<file path="config.mk">
export PLATFORM = sky130hd
export DESIGN_NAME = ram_fill_ctrl
export DESIGN_NICKNAME = d
export VERILOG_FILES = /design/src/rtl/ram_fill_ctrl.sv
export SDC_FILE = /design/constraint.sdc
export NUM_CORES = 1
export LEC_CHECK = 0
export CORE_AREA = 2 2 94 96
export DETAILED_ROUTE_END_ITERATION = 10
export DIE_AREA = 0 0 96 98
export PLACE_DENSITY = 0.79
export SYNTH_ARGS = -nofsm -noshare
export SYNTH_HDL_FRONTEND = slang
export SYNTH_SLANG_ARGS = --single-unit
</file>
<file path="constraint.sdc">
create_clock -name clk -period 4.2 [get_ports clk]
set_input_delay 0.84 -clock clk [delete_from_list [all_inputs] [get_ports clk]]
set_output_delay 0.84 -clock clk [all_outputs]
set_load 0.1 [all_outputs]
</file>
<file path="src/rtl/ram_fill_ctrl.sv">
// Line-refill controller owning cache RAM port 0: issues one burst read per fill
// and writes returned beats into the line slot, forwarding core reads while idle.
module ram_fill_ctrl #(
    parameter int unsigned DBITS      = 64,
    parameter int unsigned ABITS      = 9,
    parameter int unsigned BEATS_LOG2 = 2,
    parameter int unsigned MABITS     = 32
) (
    input  logic                        clk,
    input  logic                        rst_n,

    input  logic                        fill_req_valid,
    output logic                        fill_req_ready,
    input  logic [MABITS-1:0]           fill_req_addr,
    input  logic [ABITS-BEATS_LOG2-1:0] fill_req_index,

    output logic                        mem_req_valid,
    input  logic                        mem_req_ready,
    output logic [MABITS-1:0]           mem_req_addr,
    output logic [7:0]                  mem_req_len,

    input  logic                        mem_resp_valid,
    output logic                        mem_resp_ready,
    input  logic [DBITS-1:0]            mem_resp_data,
    input  logic                        mem_resp_last,

    input  logic [ABITS-1:0]            cpu_addr,
    input  logic                        cpu_re,
    output logic                        cpu_stall,

    output logic [ABITS-1:0]            ram_addr0,
    output logic                        ram_re0,
    output logic [DBITS-1:0]            ram_wr0,
    output logic                        ram_we0,

    output logic                        fill_done,
    output logic                        fill_err
);

    localparam int unsigned BEATS = 1 << BEATS_LOG2;
    localparam int unsigned IBITS = ABITS - BEATS_LOG2;
    localparam logic [BEATS_LOG2-1:0] LastBeat = '1;

    typedef enum logic [1:0] {
        StIdle,
        StReq,
        StFill
    } state_e;

    state_e                  state_q, state_d;
    logic [BEATS_LOG2-1:0]   beat_q, beat_d;
    logic [MABITS-1:0]       addr_q, addr_d;
    logic [IBITS-1:0]        index_q, index_d;
    logic                    err_q, err_d;
    logic                    done_q, done_d;
    logic                    done_err_q, done_err_d;

    logic                    beat_accept;
    logic                    last_mismatch;

    assign beat_accept   = (state_q == StFill) && mem_resp_valid;
    assign last_mismatch = mem_resp_last != (beat_q == LastBeat);

    always_ff @(posedge clk or negedge rst_n) begin
        if (!rst_n) begin
            state_q    <= StIdle;
            beat_q     <= '0;
            addr_q     <= '0;
            index_q    <= '0;
            err_q      <= 1'b0;
            done_q     <= 1'b0;
            done_err_q <= 1'b0;
        end else begin
            state_q    <= state_d;
            beat_q     <= beat_d;
            addr_q     <= addr_d;
            index_q    <= index_d;
            err_q      <= err_d;
            done_q     <= done_d;
            done_err_q <= done_err_d;
        end
    end

    always_comb begin
        state_d    = state_q;
        beat_d     = beat_q;
        addr_d     = addr_q;
        index_d    = index_q;
        err_d      = err_q;
        done_d     = 1'b0;
        done_err_d = 1'b0;

        unique case (state_q)
            StIdle: begin
                if (fill_req_valid) begin
                    addr_d  = fill_req_addr;
                    index_d = fill_req_index;
                    beat_d  = '0;
                    err_d   = 1'b0;
                    state_d = StReq;
                end
            end
            StReq: begin
                if (mem_req_ready) begin
                    state_d = StFill;
                end
            end
            StFill: begin
                if (beat_accept) begin
                    beat_d = beat_q + 1'b1;
                    if (last_mismatch) begin
                        err_d = 1'b1;
                    end
                    // Termination is by beat count alone; mem_resp_last only feeds the error flag.
                    if (beat_q == LastBeat) begin
                        done_d     = 1'b1;
                        done_err_d = err_q | last_mismatch;
                        state_d    = StIdle;
                    end
                end
            end
            default: state_d = StIdle;
        endcase
    end

    always_comb begin
        fill_req_ready = 1'b0;
        mem_req_valid  = 1'b0;
        mem_resp_ready = 1'b0;
        cpu_stall      = 1'b1;
        ram_re0        = 1'b0;
        ram_we0        = 1'b0;
        ram_addr0      = {index_q, beat_q};

        unique case (state_q)
            StIdle: begin
                fill_req_ready = 1'b1;
                cpu_stall      = 1'b0;
                ram_re0        = cpu_re;
                ram_addr0      = cpu_addr;
            end
            StReq: begin
                mem_req_valid = 1'b1;
            end
            StFill: begin
                mem_resp_ready = 1'b1;
                ram_we0        = mem_resp_valid;
            end
            default: ;
        endcase
    end

    assign mem_req_addr = addr_q;
    assign mem_req_len  = 8'(BEATS - 1);
    assign ram_wr0      = mem_resp_data;
    assign fill_done    = done_q;
    assign fill_err     = done_err_q;

endmodule

</file>
==> results.yml <==
synthesis:
  synth_seq_cells: 46
  synth_area_leaders: "dfrtp_1 (46%), buf_4 (22%), mux2_2 (17%)"
  yosys_warnings: 0
  ys.flop_type: "dfrtp_1"
  synth_edf_count: 0
  ys_async_sr_fraction: 1.00
  synth_area_sq_um: 2530
  synth_largest_area_cell: "dfrtp_1"
  netlist.area_leader.share: 0.455
  synthCells: 202
  ys_seq_area_frac: 0.455
  ys_types: 28
  avgSynthCellArea_sq_um: 12.5
min_path:
  whs_path_depth: 1
  hold_path.class: "reg -> reg"
  hold_end: "mem_req_addr[6]"
  holdCritStartpoint: "mem_req_addr[6]"
global_route:
  grt_pass1_wl_microns: 7380
  grt_max_degree: 47
  grt.total_usage: 0.0992
  grt_pass1_vias: 1587
  gr-total-overflow: 0
  antenna_found_initial: 0
detailed_routing:
  drt_iter0_markers: 15
  drc: 0
  ant_nets: 0
  routed_wl_microns: 4910
  wl_per_cell_microns: 14.0
  vias: 1553
  dr.pass1.iters: 4
  via_per_inst: 4.42
clock_network:
  cts_resized: 0
  clkTransAtPathRegs_ns: 0.08
  cts.sinks: 46
  clockBufferDepth: 2
  clk_latency_ns: 0.29
  clock-root-buffer: "clkbuf_8"
  cts_buffers: 5
  cts_htree_levels: 2
  cts_hold_buf: 0
  cts_setup_buffers: 0
  cts_tree: "done"
worst_setup_path:
  path_max_fanout: 14
  rr_worst_depth: 3
  r2r_end: "mem_req_addr[16]"
  worstSetupPathType: "reg -> out"
  rrSetupSlack_ns: 2.59
  cp_data_required_time_ns: 3.36
  critPathLaunch: "state_q[1]"
  crit_buf_inv: 3
  r2r_start: "state_q[1]"
  critical_path_arrival_ns: 2.37
  worstPathCellList: "nor2_1 > buf_4 > inv_1 > clkdlybuf4s50_1"
  critPathCaptureType: "primary output"
  critical-path-top-delay-family: "buffers and inverters"
  slowest_stage: "clkdlybuf4s50_1"
  critPathLaunchType: "flop"
  slowest_delay_ns: 1.12
final_layout:
  drive_gt1_frac: 0.296
  fin_area_sq_um: 3190
  n_fill_cell: 823
  syn2layout_area_growth_pct: 26.2
  antenna_cells: 0
  layout_common_cells: "clkdlybuf4s50_1 (90), dfrtp_1 (46), mux2_2 (38)"
  nets: 363
  layout_commonest_cell: "clkdlybuf4s50_1"
sta:
  finalSetupViolations: 0
  fin_skew_ns: 0.00887
  max_slew_margin: 0.321
  rsz0062_at_grt: "false"
  slew_violations: 0
  hold_violations: 0
  fin_crit_ns: 3.21
  fmax_mhz: 311
  tightestPinTransition_ns: 1.02
  setup_tns_ns: 0
  period_share: 0.765
run_status:
  status: "finished clean"
die:
  core_area_sq_um: 8470
  initial_utilization: 0.299
  ios: 240
  core.rowCount: 34
  die_height_microns: 98
  die_w_microns: 96
  dieArea_sq_um: 9410
run:
  drv_cap: 0
place:
  place.gp.congestion: 0.719
  port_buffers: 103
  post_dp_cell_area_sq_um: 3120
  dp_hpwl_microns: 3720
-- worst max path at each step --
stage / endpoint / depth (start not counted) / slack [ns]
final: cpu_stall / 4 / 0.99
after global routing: cpu_stall / 4 / 0.86
after CTS: cpu_stall / 4 / 0.98
after detailed placement: ram_we0 / 4 / 1.24
after global placement: ram_we0 / 4 / 1.28
after floorplan: mem_resp_ready / 2 / 1.30
-- flip-flops by register name, indices dropped and copies added (netlist names) --
signal and count:
index_q 7, fill_err 1, beat_q 2, fill_done 1, state_q 2, mem_req_addr 32
err_q 1
-- per-layer routing --
metal  share of wire  GRT usage  vias to the layer above
met5               0          0                        -
met4           0.025     0.0538                        0
met3            0.12     0.0463                       28
met2            0.48      0.166                      107
met1            0.38      0.101                      750
li1                -          -                      668
-- layout make-up --
cell class	count	area, sq um	share of cell area
multi-input combinational	79	792	0.248
sequential	46	1150	0.361
timing repair buffer	106	1020	0.319
clock buffer	7	76.3	0.0239
inverter	5	18.8	0.00588
tap	108	135	0.0423
-- cells in the mapped netlist, types with 2 or more instances --
cell type and instances:
and2_1 2, buf_4 74, conb_1 2, dfrtp_1 46
inv_1 5, mux2_2 38, mux2_4 10, nand2_1 3
nor2b_1 2, o221ai_1 2
-- stage by stage --
| stage | hold slack (ns) | util | setup WS, ns | std cells |
|---|---|---|---|---|
| after floorplan | 0.467 | - | 1.30 | 208 |
| after global placement | 0.488 | 0.368 | 1.28 | 344 |
| after detailed placement | 0.494 | 0.368 | 1.24 | 344 |
| after CTS | 0.516 | 0.377 | 0.981 | 351 |
| after global routing | 0.526 | 0.377 | 0.857 | 351 |
| final | 0.508 | 0.377 | 0.989 | 351 |
-- logic make-up (layout without fill, tap and decap cells) --
kind of cell,count (synthesis),after routing,synth area share
multiplexers,48,48,0.229
AO/OA/AOI/OAI,7,7,0.0247
buffers and inverters,83,118,0.243
XOR/XNOR,1,1,0.00346
other,2,8,0.00297
AND/OR/NAND/NOR,14,14,0.0371
flip-flops,46,46,0.455
adder cells (fa/ha/maj),1,1,0.00495
-- worst reg2reg max path: cells and delay by family (launching register included) --
kind,cells,cell delay (ns)
flip-flops,1,0.53
multiplexers,1,0.39
buffers and inverters,1,0.32
AND/OR/NAND/NOR,1,0.26
Power is left out: the tool's default activity adds up to more than one toggle a clock period on the data nets, which glitch-free logic cannot reach.
